==> src/rtl/mips_pkg.sv <==
// Shared definitions for the MIPS core front end.
//   - word width and opcode field position within an instruction word
//   - major opcode constants seen by the control decoder
//   - fetch stage FSM state encoding
package mips_pkg;

    localparam int WORD_W = 32;
    localparam int OPC_HI = 31;
    localparam int OPC_LO = 26;
    localparam int OPC_W  = OPC_HI - OPC_LO + 1;

    localparam logic [OPC_W-1:0] OP_RTYPE = 6'h00;
    localparam logic [OPC_W-1:0] OP_J     = 6'h02;
    localparam logic [OPC_W-1:0] OP_BEQ   = 6'h04;
    localparam logic [OPC_W-1:0] OP_BNE   = 6'h05;
    localparam logic [OPC_W-1:0] OP_ADDI  = 6'h08;
    localparam logic [OPC_W-1:0] OP_LW    = 6'h23;
    localparam logic [OPC_W-1:0] OP_SW    = 6'h2B;

    typedef enum logic [1:0] {
        ST_IDLE  = 2'd0,
        ST_FETCH = 2'd1,
        ST_ISSUE = 2'd2,
        ST_ERR   = 2'd3
    } fetch_state_e;

endpackage

==> src/rtl/mips_pc_next.sv <==
// Next-PC selection for the fetch stage (purely combinational).
// Ports:
//   pc          in   current PC
//   instr       in   instruction being executed (branch offset / jump index)
//   take_branch in   resolved branch taken
//   jump        in   jump selected; overrides take_branch
//   pc_plus4    out  pc + 4
//   next_pc     out  selected successor PC
module mips_pc_next
    import mips_pkg::*;
(
    input  logic [WORD_W-1:0] pc,
    input  logic [WORD_W-1:0] instr,
    input  logic              take_branch,
    input  logic              jump,
    output logic [WORD_W-1:0] pc_plus4,
    output logic [WORD_W-1:0] next_pc
);

    logic [WORD_W-1:0] br_off;
    logic [WORD_W-1:0] br_tgt;
    logic [WORD_W-1:0] j_tgt;
    logic              unused_opc;

    // Opcode bits are decoded upstream into jump/take_branch.
    assign unused_opc = &{1'b0, instr[OPC_HI:OPC_LO]};

    assign pc_plus4 = pc + 32'd4;
    assign br_off   = {{14{instr[15]}}, instr[15:0], 2'b00};
    assign br_tgt   = pc_plus4 + br_off;
    assign j_tgt    = {pc_plus4[31:28], instr[25:0], 2'b00};

    always_comb begin
        next_pc = pc_plus4;
        if (jump)
            next_pc = j_tgt;
        else if (take_branch)
            next_pc = br_tgt;
    end

endmodule

==> src/rtl/mips_fetch_unit.sv <==
// Instruction fetch stage: holds the PC, fetches one word over a req/ack
// handshake, holds it in the instruction register while the datapath
// executes, then advances the PC on exec_done.
// Ports:
//   clk, rst        clock, asynchronous active-high reset
//   imem_req/addr   fetch request and word address (addr == pc)
//   imem_ack/rdata  fetch data valid / fetched word
//   instr, opcode   instruction register and its opcode field
//   instr_valid     instr is stable for execution
//   exec_done       datapath finished the current instruction
//   take_branch     resolved branch taken
//   jump            jump selected (wins over take_branch)
//   pc, pc_plus4    current PC and pc + 4
//   fetch_err       sticky fetch timeout flag, cleared only by reset
module mips_fetch_unit
    import mips_pkg::*;
#(
    parameter logic [WORD_W-1:0] RESET_PC = 32'h0040_0000,
    parameter int                MAX_WAIT = 16
) (
    input  logic              clk,
    input  logic              rst,
    output logic              imem_req,
    output logic [WORD_W-1:0] imem_addr,
    input  logic              imem_ack,
    input  logic [WORD_W-1:0] imem_rdata,
    output logic [WORD_W-1:0] instr,
    output logic [OPC_W-1:0]  opcode,
    output logic              instr_valid,
    input  logic              exec_done,
    input  logic              take_branch,
    input  logic              jump,
    output logic [WORD_W-1:0] pc,
    output logic [WORD_W-1:0] pc_plus4,
    output logic              fetch_err
);

    // Keep a 1-bit counter when the timeout is disabled so widths stay legal.
    localparam int CW = (MAX_WAIT > 0) ? $clog2(MAX_WAIT + 1) : 1;

    fetch_state_e      state, state_nxt;
    logic [CW-1:0]     wait_cnt;
    logic [WORD_W-1:0] next_pc;
    logic              timeout;
    logic              req_nxt, vld_nxt, err_nxt;

    mips_pc_next u_pc_next (
        .pc          (pc),
        .instr       (instr),
        .take_branch (take_branch),
        .jump        (jump),
        .pc_plus4    (pc_plus4),
        .next_pc     (next_pc)
    );

    // Fires during the last allowed FETCH cycle: the counter would reach
    // MAX_WAIT on this edge, giving exactly MAX_WAIT cycles of waiting.
    generate
        if (MAX_WAIT == 0) begin : g_no_to
            assign timeout = 1'b0;
        end else begin : g_to
            assign timeout = (wait_cnt == CW'(MAX_WAIT - 1));
        end
    endgenerate

    // State register; Moore outputs are registered from the next state so
    // they line up with the state they describe.
    always_ff @(posedge clk or posedge rst) begin
        if (rst) begin
            state       <= ST_IDLE;
            imem_req    <= 1'b0;
            instr_valid <= 1'b0;
            fetch_err   <= 1'b0;
        end else begin
            state       <= state_nxt;
            imem_req    <= req_nxt;
            instr_valid <= vld_nxt;
            fetch_err   <= err_nxt;
        end
    end

    // Next state. Ack is checked before timeout so a coincident ack wins.
    always_comb begin
        state_nxt = state;
        unique case (state)
            ST_IDLE:  state_nxt = ST_FETCH;
            ST_FETCH: begin
                if (imem_ack)
                    state_nxt = ST_ISSUE;
                else if (timeout)
                    state_nxt = ST_ERR;
            end
            ST_ISSUE: if (exec_done) state_nxt = ST_FETCH;
            ST_ERR:   state_nxt = ST_ERR;
            default:  state_nxt = ST_IDLE;
        endcase
    end

    // Output decode.
    always_comb begin
        req_nxt = (state_nxt == ST_FETCH);
        vld_nxt = (state_nxt == ST_ISSUE);
        err_nxt = (state_nxt == ST_ERR);
    end

    // PC, instruction register and wait counter.
    always_ff @(posedge clk or posedge rst) begin
        if (rst) begin
            pc       <= RESET_PC;
            instr    <= '0;
            wait_cnt <= '0;
        end else begin
            if (state == ST_FETCH && imem_ack)
                instr <= imem_rdata;
            if (state == ST_ISSUE && exec_done)
                pc <= next_pc;
            if (state != ST_FETCH && state_nxt == ST_FETCH)
                wait_cnt <= '0;
            else if (state == ST_FETCH && !imem_ack)
                wait_cnt <= wait_cnt + CW'(1);
        end
    end

    assign opcode    = instr[OPC_HI:OPC_LO];
    assign imem_addr = {pc[WORD_W-1:2], 2'b00};

endmodule

==> config.mk <==
export PLATFORM = sky130hd
export DESIGN_NAME = mips_fetch_unit
export DESIGN_NICKNAME = d
export VERILOG_FILES = /design/src/rtl/mips_pkg.sv /design/src/rtl/mips_pc_next.sv /design/src/rtl/mips_fetch_unit.sv
export SDC_FILE = /design/constraint.sdc
export NUM_CORES = 1
export LEC_CHECK = 0
export BUFFER_PORTS_ARGS = -buffer_cell sky130_fd_sc_hd__buf_2
export CAP_MARGIN = 30
export CORE_UTILIZATION = 26
export DETAILED_ROUTE_END_ITERATION = 10
export PLACE_DENSITY = 0.53
export SLEW_MARGIN = 20
export SYNTH_ARGS = -nofsm -noshare
export SYNTH_HDL_FRONTEND = slang
export SYNTH_SLANG_ARGS = --single-unit
==> constraint.sdc <==
create_clock -name clk -period 10.4 [get_ports clk]
set_input_delay 2.08 -clock clk [delete_from_list [all_inputs] [get_ports clk]]
set_output_delay 2.08 -clock clk [all_outputs]
set_load 0.03 [all_outputs]
==> metrics.txt, run 1 <==
min-delay src=wait_cnt[4]; largest family of logic cells by synthesized area=compound AO/OA/AOI/OAI gates; Mapped Area=5828 um^2; Worst Max-Slew Pin Slew=0.9492 ns; f_max=197.1 MHz; Hold Path Class=reg -> reg; post-synthesis adder-cell area fraction=8.502%; Multi-input gate area=3571 um^2; placed instance count=1066; chip width=151.7 um; Register Area=1803 um^2; filler cell count=2351; NumNets Final=874; initial antenna violation count=1; layout cells sized above 1=29.68%; Final Hold Vio Count=0; Max-slew headroom=36.48%; commonest cells in the netlist=nand2_1, dfrtp_1, o21ai_0; Final Critical Period=5.072 ns; final WL=18950 um; crit path from=pc[7]; Crit. End Element=output pin; r2r setup slk=5.80 ns; Synth area leaders=dfrtp_1, ha_1, mux2_2; Worst Setup EP=pc_plus4[27]; EDFF count, synth=0; DRC=0; IO buf count=168; Slew Viols, Final=0; Initial Util=26.62%; ys async rst share=100.0%; Sum Neg Setup Slack=0 ns; DP Wirelength=14550 um; Avg Cell Area, Syn=8.634 um^2; CTS tree=built; TritonCTS buffer count=9; CTS Buffer Depth=2; Main synth FF type=dfrtp_1; sequential share of the synthesized area=30.94%; GP Congestion=0.8789; Non-Filler Instances=1082; most frequent cell after synthesis=nand2_1; drt wl/cell=17.52 um; average vias per placed instance=4.987; GRT Overall Usage=16.56%; Worst Path Arrival=2.99 ns; xor and xnor area share after synthesis=6.891%; FF+latch count, synth=72; run status=finished, final reports clean; critical path startpoint category=flop; Ys Warns=0; post-synth top area cell=dfrtp_1; n_diodes=0; GRT overflow=0; share of the synthesized area in the top cell type=30.49%; mux contribution to synthesized area=7.965%; post-route ant nets=0; DR vias=5396; num ports=175; crit path kind=reg -> out; Util after Layout=32.14%; RR Endpoint=pc[29]; CTS Sinks=72; vias in the first global route=4860; Final period util=48.77%; Root Driver=clkbuf_16; Hold-fix buffers, CTS=0; Worst-path clk slew=0.07 ns; Layout area overhead=20.74%; drt initial violations=369; Die Y=151.7 um; Post-Synth Simple-Gate Area=16.79%; post-CTS sizing=0; reg-to-reg startpoint=pc[3]; H-tree Lvls=3; postcts setup bufs=0; CP required=8.32 ns; pin count of the biggest net entering global routing=48; compound-gate portion of the synthesized area=20.74%; Crit Path Max Fanout=8; RSZ-0062 raised after global routing=false; Core Box Area=21890 um^2; Die ar.=23020 um^2; final setup margin=5.328 ns; max_cap viols=0; # rows=54; clk_skew=0.01100 ns; R2R depth=15; drt first pass iters=5; Cell variety after synth=65; clock insertion delay at the later pin of the skew report=0.35 ns; pre-CTS setup slack=5.659 ns; Final setup viols=0; first-pass GRT wire length=28680 um; Mapped Cells=675; Hold Path Depth=2
## kinds of logic (layout without fill, tap and decap cells)
group	Yosys count	count (layout)
compound gates	193	193
xor+xnor	45	45
fa+ha+maj	39	39
buf+inv	84	206
flops	72	72
mux	42	42
other cells	1	6
simple gates	199	199
## cells in the final DEF, fill, tap and decap left out, types with 7 or more instances in the layout
cell type,synthesis,final
a211oi_1,8,8
a21o_1,18,18
a21oi_1,53,53
and3_1,7,7
buf_2,0,168
clkbuf_16,0,9
dfrtp_1,71,71
ha_1,38,38
inv_1,17,16
mux2_2,35,35
mux2i_1,7,7
nand2_1,76,76
nand3_1,14,14
nand4_1,16,16
nor2_1,38,38
o21ai_0,55,55
xnor2_1,25,25
xor2_1,19,19
## worst max-delay path, stage by stage (launching register included)
cell	delay (ns)
dfrtp_1	0.48
nand4_1	0.20
or3_1	0.53
nor3_1	0.65
nand3_1	0.24
xnor2_1	0.29
buf_2	0.25
## cell type report
type	count	area share (%)
Clock buffer	9	3.201
Sequential cell	72	25.62
Multi-Input combinational cell	524	50.75
Tap cell	280	4.979
Inverter	17	0.9246
Clock inverter	7	2.045
Timing Repair Buffer	173	12.48
## how the worst min path moves through the flow
stage / to
after floorplan: wait_cnt[3]
after global placement: wait_cnt[4]
after detailed placement: wait_cnt[4]
after CTS: wait_cnt[4]
after global routing: wait_cnt[3]
final: wait_cnt[4]
## per-layer routing
| metal | part of all wire [%] | track usage (%) | vias up |
|---|---|---|---|
| met3 | 5.4 | 2.635 | 21 |
| met5 | 0.069 | 0 | - |
| li1 | - | - | 2654 |
| met2 | 45 | 24.95 | 159 |
| met4 | 1.5 | 5.446 | 2 |
| met1 | 48 | 23.84 | 2560 |
## flip-flops by register name (all words and copies together) (netlist names)
register / flops
fetch_err: 1
instr_valid: 1
wait_cnt: 5
instr: 32
state: 2
pc: 30
imem_req: 1
## metrics by stage
| step | instance area (um^2) | hold WS, ns |
|---|---|---|
| 6_report | 7037 | 0.4840 |
| 5_1_grt | 7037 | 0.5243 |
| 2_1_floorplan | 5847 | 0.4440 |
| 3_3_place_gp | 6668 | 0.4697 |
| 3_5_place_dp | 6668 | 0.4762 |
| 4_1_cts | 7037 | 0.4897 |
Power of run 1 is left out: the tool's default activity adds up to more than one toggle a clock period on the data nets, which glitch-free logic cannot reach.
==> run 2, diff against run 1 <==
- clock period: 10.4 -> 5.2 ns (I/O delays scaled with it)
==> run 2 against run 1 <==
- non-clock buffer count is 4 higher
- highest routed layer is now met4
- clock-buffer cell count is 2 higher
- via count decreased by 0.22%
- die area unchanged
- clock skew grew 0.0012 ns
- critical path type is now reg -> reg
- wire length rose by 0.84%
- critical path depth grew 9
- sequential share of layout area grew 0.18 points
- sequential cell count is the same
==> metrics.txt, run 2 (synthesis gave the netlist of run 1 again) <==
Final period util=81.19%; Crit. End Element=flop (was output pin); clock insertion delay at the later pin of the skew report=0.34 ns (was 0.35 ns); most frequent cells in the layout=buf_2, nand2_1, dfrtp_1 (unchanged); GP Congestion=0.8927 (was 0.8789); pin count of the biggest net entering global routing=49 (was 48); Die ar.=23020 um^2 (unchanged); Largest Register=instr (unchanged); Final Hold Vio Count=0 (unchanged); Final Critical Period=4.222 ns; placed instance count=1070 (was 1066); CP max stage cell=or4_1 (was nor3_1); Hold Path Class=reg -> reg (unchanged); Worst Path Arrival=4.50 ns (was 2.99 ns); CTS Buffer Depth=2 (unchanged); Crit Path Max Fanout=9 (was 8); chip width=151.7 um (unchanged); CTS Sinks=72 (unchanged); postcts setup bufs=0 (unchanged); max_cap viols=0 (unchanged); post-route ant nets=0 (unchanged); reg-to-reg startpoint=pc[2] (was pc[3]); Util after Layout=31.92% (was 32.14%); Hold Path Depth=2 (unchanged); DP Wirelength=14710 um (was 14550 um); R2R depth=15 (unchanged); Core Box Area=21890 um^2 (unchanged); commonest non-fill, non-tap cell in the layout=buf_2 (unchanged); crit path kind=reg -> reg (was reg -> out); run status=finished, final reports clean (unchanged); IO buf count=168 (unchanged); final WL=19110 um (was 18950 um); Max-slew headroom=38.00% (was 36.48%); slowest cell delay on critical path=0.50 ns (was 0.65 ns); RR Endpoint=pc[29] (unchanged); Largest regs=instr (32), pc (30), wait_cnt (5) (unchanged); RSZ-0062 raised after global routing=false (unchanged); H-tree Lvls=3 (unchanged); # rows=54 (unchanged); NumNets Final=878 (was 874); Die Y=151.7 um (unchanged); clk_skew=0.01225 ns (was 0.01100 ns); Hold EP=wait_cnt[4] (unchanged); min-delay src=wait_cnt[4] (unchanged); r2r setup slk=0.98 ns (was 5.80 ns); n_diodes=0 (unchanged); Critical Path, Cell by Cell=ha_1 > nand4_1 > or2_2 > nor2_1 > nand4_1 > xnor2_1 > ha_1 > nand3_1 > or3_1 > a211oi_1 > o21ai_0 > a21oi_1 > a311oi_1 > or4_1 > a21oi_1 (was nand4_1 > or3_1 > nor3_1 > nand3_1 > xnor2_1 > buf_2); DR vias=5384 (was 5396); layout cells sized above 1=29.78% (was 29.68%); Worst Max-Slew Pin Slew=0.9265 ns (was 0.9492 ns); Root Driver=clkbuf_16 (unchanged); initial antenna violation count=0 (was 1); GRT Overall Usage=16.87% (was 16.56%); Non-Filler Instances=1086 (was 1082); Final setup viols=0 (unchanged); vias in the first global route=4884 (was 4860); Sum Neg Setup Slack=0 ns (unchanged); drt initial violations=474 (was 369); Largest register FFs=32 (unchanged); average vias per placed instance=4.958 (was 4.987); CP required=5.47 ns (was 8.32 ns); DRC=0 (unchanged); Initial Util=26.62% (unchanged); CTS tree=built (unchanged); first-pass GRT wire length=28970 um (was 28680 um); TritonCTS buffer count=9 (unchanged); critical path startpoint category=flop (unchanged); drt first pass iters=5 (unchanged); post-CTS sizing=0 (unchanged); GRT overflow=0 (unchanged); Hold-fix buffers, CTS=0 (unchanged); Worst-path clk slew=0.07 ns (about the same); Min Hold Slack=0.4765 ns (was 0.4840 ns); f_max=236.9 MHz; num ports=175 (unchanged); Layout area overhead=19.90% (was 20.74%); drt wl/cell=17.60 um (was 17.52 um); Slew Viols, Final=0 (unchanged)
run 2: cell count changes in the layout (fill, tap and decap cells not counted), sizes merged:
cell	before	now
buf	173	177
bufinv	4	1
clkinv	2	5
clkbuf	9	11
clkinvlp	2	0
run 2: through the flow:
stage,instance area [um^2],setup WS [ns]
final,6988,0.9781
after floorplan,5847,0.7031
after global placement,6698,1.110
after detailed placement,6698,0.9938
after global routing,6988,0.6642
after CTS,6988,0.9750
run 2: how the worst max path moves through the flow:
stage,from,end,slack [ns]
2_1_floorplan,pc[3],pc[29],0.70
3_3_place_gp,pc[2],pc[29],1.11
3_5_place_dp,pc[2],pc[29],0.99
4_1_cts,pc[2],pc[29],0.97
5_1_grt,pc[3],pc[29],0.66
6_report,pc[2],pc[29],0.98
run 2: final cells by class:
| cell class | count | area, um^2 |
|---|---|---|
| Clock buffer | 11 | 232.7 |
| Sequential cell | 72 | 1803 |
| Tap cell | 280 | 350.3 |
| Inverter | 17 | 65.06 |
| Fill cell | 2331 | 14900 |
| Timing Repair Buffer | 177 | 908.4 |
| Multi-Input combinational cell | 524 | 3571 |
| Clock inverter | 5 | 57.56 |
run 2: routing by layer:
metal / share of wire (%) / track usage (%)
met5: 0 / 0
met1: 46 / 23.65
met2: 46 / 25.93
met4: 1.5 / 5.248
met3: 6.0 / 3.204
run 2: critical path: cells and delay by family, from the launching register on:
kind | cells | cell delay, ns
flip-flops | 1 | 0.41
AO/OA/AOI/OAI | 5 | 0.89
adder cells (fa/ha/maj) | 2 | 0.71
AND/OR/NAND/NOR | 7 | 1.93
XOR/XNOR | 1 | 0.20
Power of run 2 is left out for the same reason.
==> run 3, diff against run 2 <==
- PLACE_DENSITY: 0.53 -> 0.55
- clock period: 5.2 -> 3.5 ns (I/O delays scaled with it)
==> run 3 against run 2 <==
- the run now ends with setup timing left
- wire length is 10% higher
- setup slack worse by 1.0 ns
- sequential share of layout area down 4.4 points
- non-clock buffer count grew 124
- global-route usage is 1.3 points higher
- sequential cell count stayed put
- die area unchanged
- clock-buffer cell count is the same
- largest cell class unchanged
- highest routed layer unchanged
==> metrics.txt, run 3 (synthesis gave the netlist of run 1 again) <==
Worst-path clk slew=0.06 ns (was 0.07 ns); Crit Path Max Fanout=6 (was 9); slowest cell delay on critical path=0.40 ns (was 0.50 ns); layout cells sized above 1=48.28% (was 29.78%); num ports=175 (unchanged); TritonCTS buffer count=9 (unchanged); Largest Register=instr (unchanged); R2R depth=15 (unchanged); Largest register FFs=32 (unchanged); most frequent cells in the layout=buf_2, buf_4, nand2_1 (was buf_2, nand2_1, dfrtp_1); NumNets Final=1002 (was 878); # rows=54 (unchanged); r2r setup slk=-0.03 ns (was 0.98 ns); drt wl/cell=17.38 um (was 17.60 um); drt initial violations=427 (was 474); cell repeated most along the worst path=buf_4; DR vias=6044 (was 5384); post-route ant nets=0 (unchanged); Final Critical Period=3.535 ns (was 4.222 ns); Worst Max-Slew Pin Slew=0.5597 ns (was 0.9265 ns); Max-slew headroom=62.69% (was 38.00%); Initial Util=26.62% (unchanged); DP Wirelength=16110 um (was 14710 um); IO buf count=168 (unchanged); Core Box Area=21890 um^2 (unchanged); crit-path leading delay family=compound AO/OA/AOI/OAI gates (was simple AND/OR/NAND/NOR gates); critical path startpoint category=flop (unchanged); vias in the first global route=5674 (was 4884); Largest regs=instr (32), pc (30), wait_cnt (5) (unchanged); Die ar.=23020 um^2 (unchanged); average vias per placed instance=4.995 (was 4.958); Hold Path Class=in -> async (was reg -> reg); chip width=151.7 um (unchanged); Slew Viols, Final=0 (unchanged); Final period util=101.0% (was 81.19%); Sum Neg Setup Slack=-0.03479 ns (was 0 ns); CTS tree=built (unchanged); Critical Path, Cell by Cell=ha_4 > nand4_1 > buf_4 > buf_4 > nor2_1 > xor2_1 > ha_2 > and2_4 > a211oi_2 > o211ai_1 > o21ai_2 > a21oi_1 > or3_1 > a2111o_1 > nand2_1 (was ha_1 > nand4_1 > or2_2 > nor2_1 > nand4_1 > xnor2_1 > ha_1 > nand3_1 > or3_1 > a211oi_1 > o21ai_0 > a21oi_1 > a311oi_1 > or4_1 > a21oi_1); Crit. End Element=flop (unchanged); max_cap viols=0 (unchanged); GRT Overall Usage=18.19% (was 16.87%); Final setup viols=1 (was 0); GP Congestion=0.8709 (was 0.8927); CP required=3.78 ns (was 5.47 ns); CTS Sinks=72 (unchanged); RR Endpoint=pc[31] (was pc[29]); crit path kind=reg -> reg (unchanged); clock insertion delay at the later pin of the skew report=0.34 ns (about the same); H-tree Lvls=3 (unchanged); Layout area overhead=46.46% (was 19.90%); clk_skew=0.01255 ns (was 0.01225 ns); pin count of the biggest net entering global routing=73 (was 49); commonest non-fill, non-tap cell in the layout=buf_2 (unchanged); final setup margin=-0.03479 ns (was 0.9781 ns); drt first pass iters=5 (unchanged); Hold-fix buffers, CTS=0 (unchanged); final WL=21040 um (was 19110 um); run status=complete, but fails checks (was finished, final reports clean); pre-CTS setup slack=-0.1516 ns (was 0.9938 ns); Die Y=151.7 um (unchanged); DRC=0 (unchanged); worst path bufs/invs=2 (was 0); RSZ-0062 raised after global routing=true (was false); GRT overflow=0 (unchanged); CP max stage cell=dfrtp_2 (was or4_1); failing checks=setup timing; f_max=282.9 MHz (was 236.9 MHz); Final Hold Vio Count=0 (unchanged); n_diodes=0 (unchanged); reg-to-reg startpoint=pc[3] (was pc[2]); Root Driver=clkbuf_16 (unchanged); Worst Path Arrival=3.81 ns (was 4.50 ns); first-pass GRT wire length=31710 um (was 28970 um); Min Hold Slack=0.4466 ns (was 0.4765 ns); CTS Buffer Depth=2 (unchanged); initial antenna violation count=0 (unchanged)
## run 3: worst reg2reg max path: cells and delay by family (launching register included)
family	cells	cell delay [ns]
AOI/OAI and AO/OA	5	1.20
and+or+nand+nor	5	0.89
adders and majority gates	2	0.49
DFF	1	0.40
buffers and inverters	2	0.30
xor gates and xnor gates	1	0.21
## run 3: layout make-up
class | instances | area, um^2
Fill cell | 2227 | 13360
Tap cell | 280 | 350.3
Clock buffer | 11 | 242.7
Sequential cell | 72 | 1826
Inverter | 17 | 63.81
Timing Repair Buffer | 301 | 1868
Clock inverter | 5 | 80.08
Multi-Input combinational cell | 524 | 4105
## run 3: metal layers
metal  track usage [%]  part of all wire, %  routed length (um)  vias to the layer above
met5                 0                    0                   0                        -
met4             5.891                  2.1                 435                        0
met3             2.365                  4.8                1002                       26
met2             28.59                   47                9855                      177
met1             25.60                   46                9741                     2943
li1                  -                    -                   -                     2898
## run 3: worst max-delay path by stage
stage               endpoint  slack, ns  depth (start not counted)   start
floorplan             pc[29]      -0.22                         16   pc[3]
global placement      pc[31]      -0.11                         14  pc[18]
detailed placement    pc[31]      -0.15                         14  pc[17]
CTS                   pc[29]      -0.01                         14  pc[18]
global route          pc[31]      -0.18                         15   pc[3]
finish                pc[31]      -0.03                         15   pc[3]
## run 3: what timing repair did
item	CTS	global route
endpoints found under the hold margin	0	0
resized for setup	6	47
pin swaps	5	24
endpoints found under the setup margin	3	16
gates cloned	0	0
buffers inserted	2	7
## run 3: metrics by stage
step	instances	utilization [%]	area, um^2
global route	1210	38.99	8536
finish	1210	38.99	8536
detailed placement	1185	36.11	7905
global placement	1185	36.11	7905
CTS	1203	37.85	8287
floorplan	680	-	6178
Power of run 3 is left out for the same reason.
